--- src/rtl/scan_sample_pkg.sv ---
// Shared types and sizing helpers for the scan sample history block.
// Optional feature macro used by the design: SCAN_SAMPLE_UPDATE_EN
package scan_sample_pkg;

  // Controller states, 2-bit encoding
  typedef enum logic [1:0] {
    ST_IDLE    = 2'd0,
    ST_CAPTURE = 2'd1,
    ST_SHIFT   = 2'd2,
    ST_DONE    = 2'd3
  } state_e;

  // Default geometry of the history block
  localparam int DEF_WIDTH      = 8;
  localparam int DEF_DEPTH      = 4;
  localparam int DEF_SCAN_WIDTH = 1;

  // Integer ceiling division
  function automatic int ceil_div(input int a, input int b);
    return (a + b - 1) / b;
  endfunction

  // L: total history bits
  function automatic int hist_bits(input int width, input int depth);
    return width * depth;
  endfunction

  // N: beats needed to move the whole history out
  function automatic int num_beats(input int width, input int depth, input int scanWidth);
    return ceil_div(hist_bits(width, depth), scanWidth);
  endfunction

  // P: shadow length, history rounded up to a whole number of beats
  function automatic int shadow_bits(input int width, input int depth, input int scanWidth);
    return num_beats(width, depth, scanWidth) * scanWidth;
  endfunction

  // CNT_W: counter width able to hold the value N itself
  function automatic int cnt_bits(input int width, input int depth, input int scanWidth);
    return $clog2(num_beats(width, depth, scanWidth)) + 1;
  endfunction

endpackage

--- src/rtl/scan_shadow_shifter.sv ---
// Shadow snapshot register with parallel load, LSB-first shift and beat counter.
// With SCAN_SAMPLE_UPDATE_EN defined the full shadow word is exported so the
// top level can write scanned-in data back into the history.
module scan_shadow_shifter
  import scan_sample_pkg::*;
#(
  parameter int P          = 32,
  parameter int SCAN_WIDTH = 1,
  parameter int N          = 32,
  parameter int CNT_W      = 6
) (
  input  logic                  clk_i,
  input  logic                  rst_i,
`ifdef SCAN_SAMPLE_UPDATE_EN
  output logic [P-1:0]          shadow_o,
`endif
  input  logic                  load_i,
  input  logic                  shift_i,
  input  logic [P-1:0]          load_data_i,
  input  logic [SCAN_WIDTH-1:0] scan_in_i,
  output logic [SCAN_WIDTH-1:0] scan_out_o,
  output logic [CNT_W-1:0]      cnt_o,
  output logic                  last_o
);

  logic [P-1:0]     shadowWord_q;
  logic [P-1:0]     shadowWord_d;
  logic [P-1:0]     shiftedWord;
  logic [CNT_W-1:0] beatCnt_q;
  logic [CNT_W-1:0] beatCnt_d;

  // New serial data enters at the top while the bottom beat leaves
  if (P > SCAN_WIDTH) begin : g_wide
    assign shiftedWord = {scan_in_i, shadowWord_q[P-1:SCAN_WIDTH]};
  end else begin : g_single
    assign shiftedWord = scan_in_i;
  end

  // Next shadow and counter: load restarts the count, each shift adds one beat
  always_comb begin
    shadowWord_d = shadowWord_q;
    beatCnt_d    = beatCnt_q;
    if (load_i) begin
      shadowWord_d = load_data_i;
      beatCnt_d    = '0;
    end else if (shift_i) begin
      shadowWord_d = shiftedWord;
      beatCnt_d    = beatCnt_q + CNT_W'(1);
    end
  end

  // Shadow and counter registers, cleared by asynchronous reset
  always_ff @(posedge clk_i or posedge rst_i) begin
    if (rst_i) begin
      shadowWord_q <= '0;
      beatCnt_q    <= '0;
    end else begin
      shadowWord_q <= shadowWord_d;
      beatCnt_q    <= beatCnt_d;
    end
  end

  assign scan_out_o = shadowWord_q[SCAN_WIDTH-1:0];
  assign cnt_o      = beatCnt_q;
  assign last_o     = (beatCnt_q == CNT_W'(N - 1));

`ifdef SCAN_SAMPLE_UPDATE_EN
  assign shadow_o = shadowWord_q;
`endif

endmodule

--- src/rtl/scan_sample_history.sv ---
// DEPTH-deep sample history with a scan capture/shift controller.
// Define SCAN_SAMPLE_UPDATE_EN to write the scanned-in shadow contents back
// into the history when a scan completes; otherwise the history is untouched
// by scanning and the shifted-in data is simply discarded.
module scan_sample_history
  import scan_sample_pkg::*;
#(
  parameter  int WIDTH      = DEF_WIDTH,
  parameter  int DEPTH      = DEF_DEPTH,
  parameter  int SCAN_WIDTH = DEF_SCAN_WIDTH,
  localparam int CNT_W      = cnt_bits(WIDTH, DEPTH, SCAN_WIDTH)
) (
  input  logic                  clk_i,
  input  logic                  rst_i,
  input  logic [WIDTH-1:0]      d_in_i,
  input  logic                  d_en_i,
  output logic [WIDTH-1:0]      q_out_o,
  input  logic                  start_i,
  input  logic                  scan_en_i,
  input  logic [SCAN_WIDTH-1:0] scan_in_i,
  output logic [SCAN_WIDTH-1:0] scan_out_o,
  output logic                  busy_o,
  output logic                  done_o,
  output logic [CNT_W-1:0]      beat_cnt_o
);

  localparam int N = num_beats(WIDTH, DEPTH, SCAN_WIDTH);
  localparam int P = shadow_bits(WIDTH, DEPTH, SCAN_WIDTH);

  state_e           state_q;
  state_e           state_d;
  logic [WIDTH-1:0] hist_q [DEPTH];
  logic [WIDTH-1:0] hist_d [DEPTH];
  logic [P-1:0]     packedHist;
  logic             loadShadow;
  logic             shiftBeat;
  logic             lastBeat;

`ifdef SCAN_SAMPLE_UPDATE_EN
  logic [P-1:0]     shadowWord;
`endif

  // Pack the history into the shadow layout: hist[0] in the low bits, pad bits zero
  always_comb begin
    packedHist = '0;
    for (int i = 0; i < DEPTH; i++) begin
      packedHist[i*WIDTH +: WIDTH] = hist_q[i];
    end
  end

  // Controller: capture one cycle, shift N enabled beats, flag done for one cycle
  always_comb begin
    state_d    = state_q;
    loadShadow = 1'b0;
    shiftBeat  = 1'b0;
    case (state_q)
      ST_IDLE: begin
        if (start_i) begin
          state_d = ST_CAPTURE;
        end
      end
      ST_CAPTURE: begin
        loadShadow = 1'b1;
        state_d    = ST_SHIFT;
      end
      ST_SHIFT: begin
        if (scan_en_i) begin
          shiftBeat = 1'b1;
          if (lastBeat) begin
            state_d = ST_DONE;
          end
        end
      end
      ST_DONE: begin
        state_d = ST_IDLE;
      end
      default: begin
        state_d = ST_IDLE;
      end
    endcase
  end

  // Controller state register
  always_ff @(posedge clk_i or posedge rst_i) begin
    if (rst_i) begin
      state_q <= ST_IDLE;
    end else begin
      state_q <= state_d;
    end
  end

  // History next state: sampling only while idle, optional write-back when a scan completes
  always_comb begin
    hist_d = hist_q;
    if ((state_q == ST_IDLE) && d_en_i) begin
      hist_d[0] = d_in_i;
      for (int i = 1; i < DEPTH; i++) begin
        hist_d[i] = hist_q[i-1];
      end
    end
`ifdef SCAN_SAMPLE_UPDATE_EN
    if (state_q == ST_DONE) begin
      for (int i = 0; i < DEPTH; i++) begin
        hist_d[i] = shadowWord[i*WIDTH +: WIDTH];
      end
    end
`endif
  end

  // History registers, cleared by asynchronous reset
  always_ff @(posedge clk_i or posedge rst_i) begin
    if (rst_i) begin
      for (int i = 0; i < DEPTH; i++) begin
        hist_q[i] <= '0;
      end
    end else begin
      hist_q <= hist_d;
    end
  end

  scan_shadow_shifter #(
    .P          (P),
    .SCAN_WIDTH (SCAN_WIDTH),
    .N          (N),
    .CNT_W      (CNT_W)
  ) u_shifter (
    .clk_i       (clk_i),
    .rst_i       (rst_i),
`ifdef SCAN_SAMPLE_UPDATE_EN
    .shadow_o    (shadowWord),
`endif
    .load_i      (loadShadow),
    .shift_i     (shiftBeat),
    .load_data_i (packedHist),
    .scan_in_i   (scan_in_i),
    .scan_out_o  (scan_out_o),
    .cnt_o       (beat_cnt_o),
    .last_o      (lastBeat)
  );

  assign q_out_o = hist_q[0];
  assign busy_o  = (state_q != ST_IDLE);
  assign done_o  = (state_q == ST_DONE);

endmodule

--- config.mk ---
export PLATFORM = sky130hd
export DESIGN_NAME = scan_sample_history
export DESIGN_NICKNAME = d
export VERILOG_FILES = /design/src/rtl/scan_sample_pkg.sv /design/src/rtl/scan_shadow_shifter.sv /design/src/rtl/scan_sample_history.sv
export SDC_FILE = /design/constraint.sdc
export NUM_CORES = 1
export LEC_CHECK = 0
export ABC_CLOCK_PERIOD_IN_PS = 1800
export BUFFER_PORTS_ARGS = -buffer_cell sky130_fd_sc_hd__buf_2
export CAP_MARGIN = 30
export CORE_MARGIN = 1
export CORE_UTILIZATION = 55
export DETAILED_ROUTE_END_ITERATION = 16
export GPL_ROUTABILITY_DRIVEN = 0
export MAX_ROUTING_LAYER = met4
export PLACE_DENSITY_LB_ADDON = 0.08
export SETUP_SLACK_MARGIN = 0.5
export SLEW_MARGIN = 20
export SYNTH_ARGS = -nofsm -noshare
export SYNTH_HDL_FRONTEND = slang
export SYNTH_HIERARCHICAL = 1
export SYNTH_SLANG_ARGS = --single-unit
--- constraint.sdc ---
create_clock -name clk_i -period 1.8 [get_ports clk_i]
set_input_delay 0.36 -clock clk_i [delete_from_list [all_inputs] [get_ports clk_i]]
set_output_delay 0.36 -clock clk_i [all_outputs]
set_load 0.03 [all_outputs]
==> metrics <==
CP max stage delay about 0.43 ns; DRC errors left 0; Slew Viols, Final 0; Sum Neg Setup Slack 0 ns; clock transition at the registers of the reported paths ~0.07 ns; n_diodes 0; critical path startpoint category register; post-route ant nets 0; reg-to-reg slack, setup roughly 0.24 ns; Mean Syn Cell Area 12.9 µm²; total gr overflow 0; routed len/inst roughly 17 µm; PD cells 1870 nW/µm²; Overall Global Routing Usage around a quarter; final-report hold violation count 0; vias per inst approximately 5.2; Synth Cell Area roughly 3300 µm²; CP required 1.44 ns; hold slack 0.120 ns; delay-heaviest family, CP flip-flops; clk_skew 0.00843 ns; dpl ws around 0.28 ns; critical-path cell list inv_2 -> ha_4 -> inv_4 -> buf_6; final setup violation count 0; Post-layout nets 335; Boundary Pins 31; Max Buffers Root-to-Sink 2; CTS Buf Count 9; worst min path class in2async; sequential area share after synthesis between 50% and 60%; Stages on worst setup path 4; r2r startpoint state_q[0]; Core Rows 27; core area between 5000 and 6000 µm²; Skew-Pair Late Insertion Delay between 0.3 and 0.4 ns; # hold bufs at CTS 0; Horiz. Die Dim 79.7 µm; # H-tree levels 3; LEAKAGE 1.97 nW; Iter 0 DRT Violations 86; vias in the first global route 2145; fmax ~0.64 GHz; Buf/Inv on CP 3; worst setup path end busy_o; post-synth cell types 25; Setup CP Type reg2out; CTS sink count 72; R2R depth 6; fin crit share between 80 and 90%; CTS Root Cell clkbuf_8; Worst Setup End Kind output port; Slew @ Worst Pin ~0.5 ns; Routed Wire Length ~6500 µm; HPWL Detailed about 3700 µm; Post-Synthesis Cells approximately 260; worst path arrival time 1.21 ns; syn nets ~280; Max VDD drop about 1200 µV; DRT Pass-1 Iters 4; largest net degree at the start of global routing 39; Initial Utilization between 50% and 60%; Crit-path slowest cell dfrtp_1; RSZ-0062 raised after global routing true; final worst slack roughly 0.23 ns; Final min period about 1.6 ns; DIE AREA roughly 6300 µm²; Critical Path Source state_q[0]; share of layout cells above drive strength 1 43.3%; maxcap violations 0; Yosys reg bits between 70 and 80; initial antenna violation count 0; Fillers ~390; status completed; global-route wire length before repair about 11000 µm; Area Overhead vs Synth 27.2%; Worst slew margin between 60 and 70%; CP Max Fanout 4; Warnings, synthesis 6; total number of vias 2050; PortBufs 30; R2R Path End u_shifter/cnt_o[5]; CTS tree built; Die Y approximately 80 µm
[sequential cells by signal (all words and copies together), names as in the netlist]
| register | flops |
|---|---|
| u_shifter/shadowWord_q | 32 |
| hist_q | 24 |
| q_out_o | 8 |
| state_q | 2 |
| u_shifter/cnt_o | 6 |
[cells in the final DEF (no fill, tap or decap), drive strengths merged, types with 2 or more instances in the layout]
master  Yosys  layout
nor2        5       5
inv         5       5
mux2       33      33
nand2      35      35
dfrtp      72      72
o21ai      33      33
ha          5       5
mux2i      33      33
buf        15      69
xor2        3       3
nand3       2       2
nand4       2       2
clkbuf      8      15
[worst register-to-register path: cells and delay by family, from the launching register on]
kind | cells | cell delay [ns]
simple gates | 3 | 0.66
compound gates | 1 | 0.14
buf+inv | 1 | 0.12
flops | 1 | 0.43
fa+ha+maj | 1 | 0.14
[worst min path at each step]
stage	endpoint	cells after the start	slack (ns)	start
2_1_floorplan	u_shifter/shadowWord_q[31]	2	0.45	hist_q[7]
4_1_cts	hist_q[8]	3	0.11	rst_i
6_report	state_q[0]	3	0.12	rst_i
3_5_place_dp	u_shifter/shadowWord_q[30]	2	0.48	hist_q[6]
3_3_place_gp	state_q[1]	3	0.48	rst_i
5_1_grt	hist_q[13]	3	0.18	rst_i
[cells in the mapped netlist]
cell type / instances / area, µm²
nor3b_1: 1 / 7.51
xnor2_1: 1 / 8.76
nand2_4: 1 / 11.3
buf_6: 3 / 33.8
dfrtp_1: 72 / 1800
mux2_4: 30 / 450
buf_4: 9 / 67.6
ha_1: 5 / 62.6
o22a_2: 1 / 10.0
inv_1: 5 / 18.8
nand4_1: 2 / 12.5
xor2_1: 3 / 26.3
nand3_1: 1 / 5.00
mux2_2: 3 / 33.8
and2_1: 1 / 6.26
clkbuf_1: 8 / 30.0
a21oi_1: 1 / 5.00
a2bb2oi_1: 1 / 8.76
buf_12: 3 / 60.1
mux2i_1: 33 / 330
o21ai_0: 33 / 165
or3_1: 1 / 6.26
nor2_1: 5 / 18.8
nand3_2: 1 / 10.0
nand2_1: 34 / 128
[repair_timing]
action                     in CTS  in global routing
pin swaps                       2                  3
gates cloned                    4                  1
buffers inserted               23                  5
gates resized for setup        38                  6
setup endpoints to repair      87                 82
[cell families (layout without fill, tap and decap cells)]
| kind of cell | after synthesis | after routing | share of synthesized area, % |
|---|---|---|---|
| AO/OA/AOI/OAI | 36 | 36 | 5.69 |
| XOR/XNOR | 4 | 4 | 1.06 |
| adder cells (fa/ha/maj) | 5 | 5 | 1.89 |
| buffers and inverters | 28 | 91 | 6.33 |
| flip-flops | 72 | 72 | 54.3 |
| multiplexers | 66 | 66 | 24.5 |
| AND/OR/NAND/NOR | 47 | 47 | 6.18 |
[routing by layer]
metal,global-route usage (%),vias up,wire [µm]
li1,-,992,-
met1,30.1,1019,3030
met2,37.7,33,3270
met3,4.34,6,176
met4,11.5,0,51
met5,-,-,0
[layout make-up]
class / instances / area, µm² / share of cell area (%)
multi-input cells: 158 / 1380 / 32.7
inverters: 5 / 21.3 / 0.504
clock buffers: 14 / 183 / 4.33
repair buffers: 70 / 703 / 16.7
clock inverters: 2 / 35.0 / 0.830
flip-flops and latches: 72 / 1810 / 42.9
well taps: 72 / 90.1 / 2.13
[per-stage QoR]
stage	instance area, µm²	std cells	power [mW]	utilization [%]
finish	4220	393	7.91	74.4
global route	4220	393	8.38	74.4
floorplan	3390	258	5.25	-
global placement	3510	344	5.59	61.8
CTS	4140	387	7.78	73.0
detailed placement	3510	344	5.67	61.8
[power by group]
| group | leakage (nW) | internal, mW | switching (mW) |
|---|---|---|---|
| registers | 0.885 | 2.38 | 0.542 |
| clock network | 0.113 | 0.790 | 0.576 |
| logic | 0.970 | 2.04 | 1.58 |
| total | 1.97 | 5.21 | 2.70 |
Note: power is estimated with default switching activity, not from simulation.
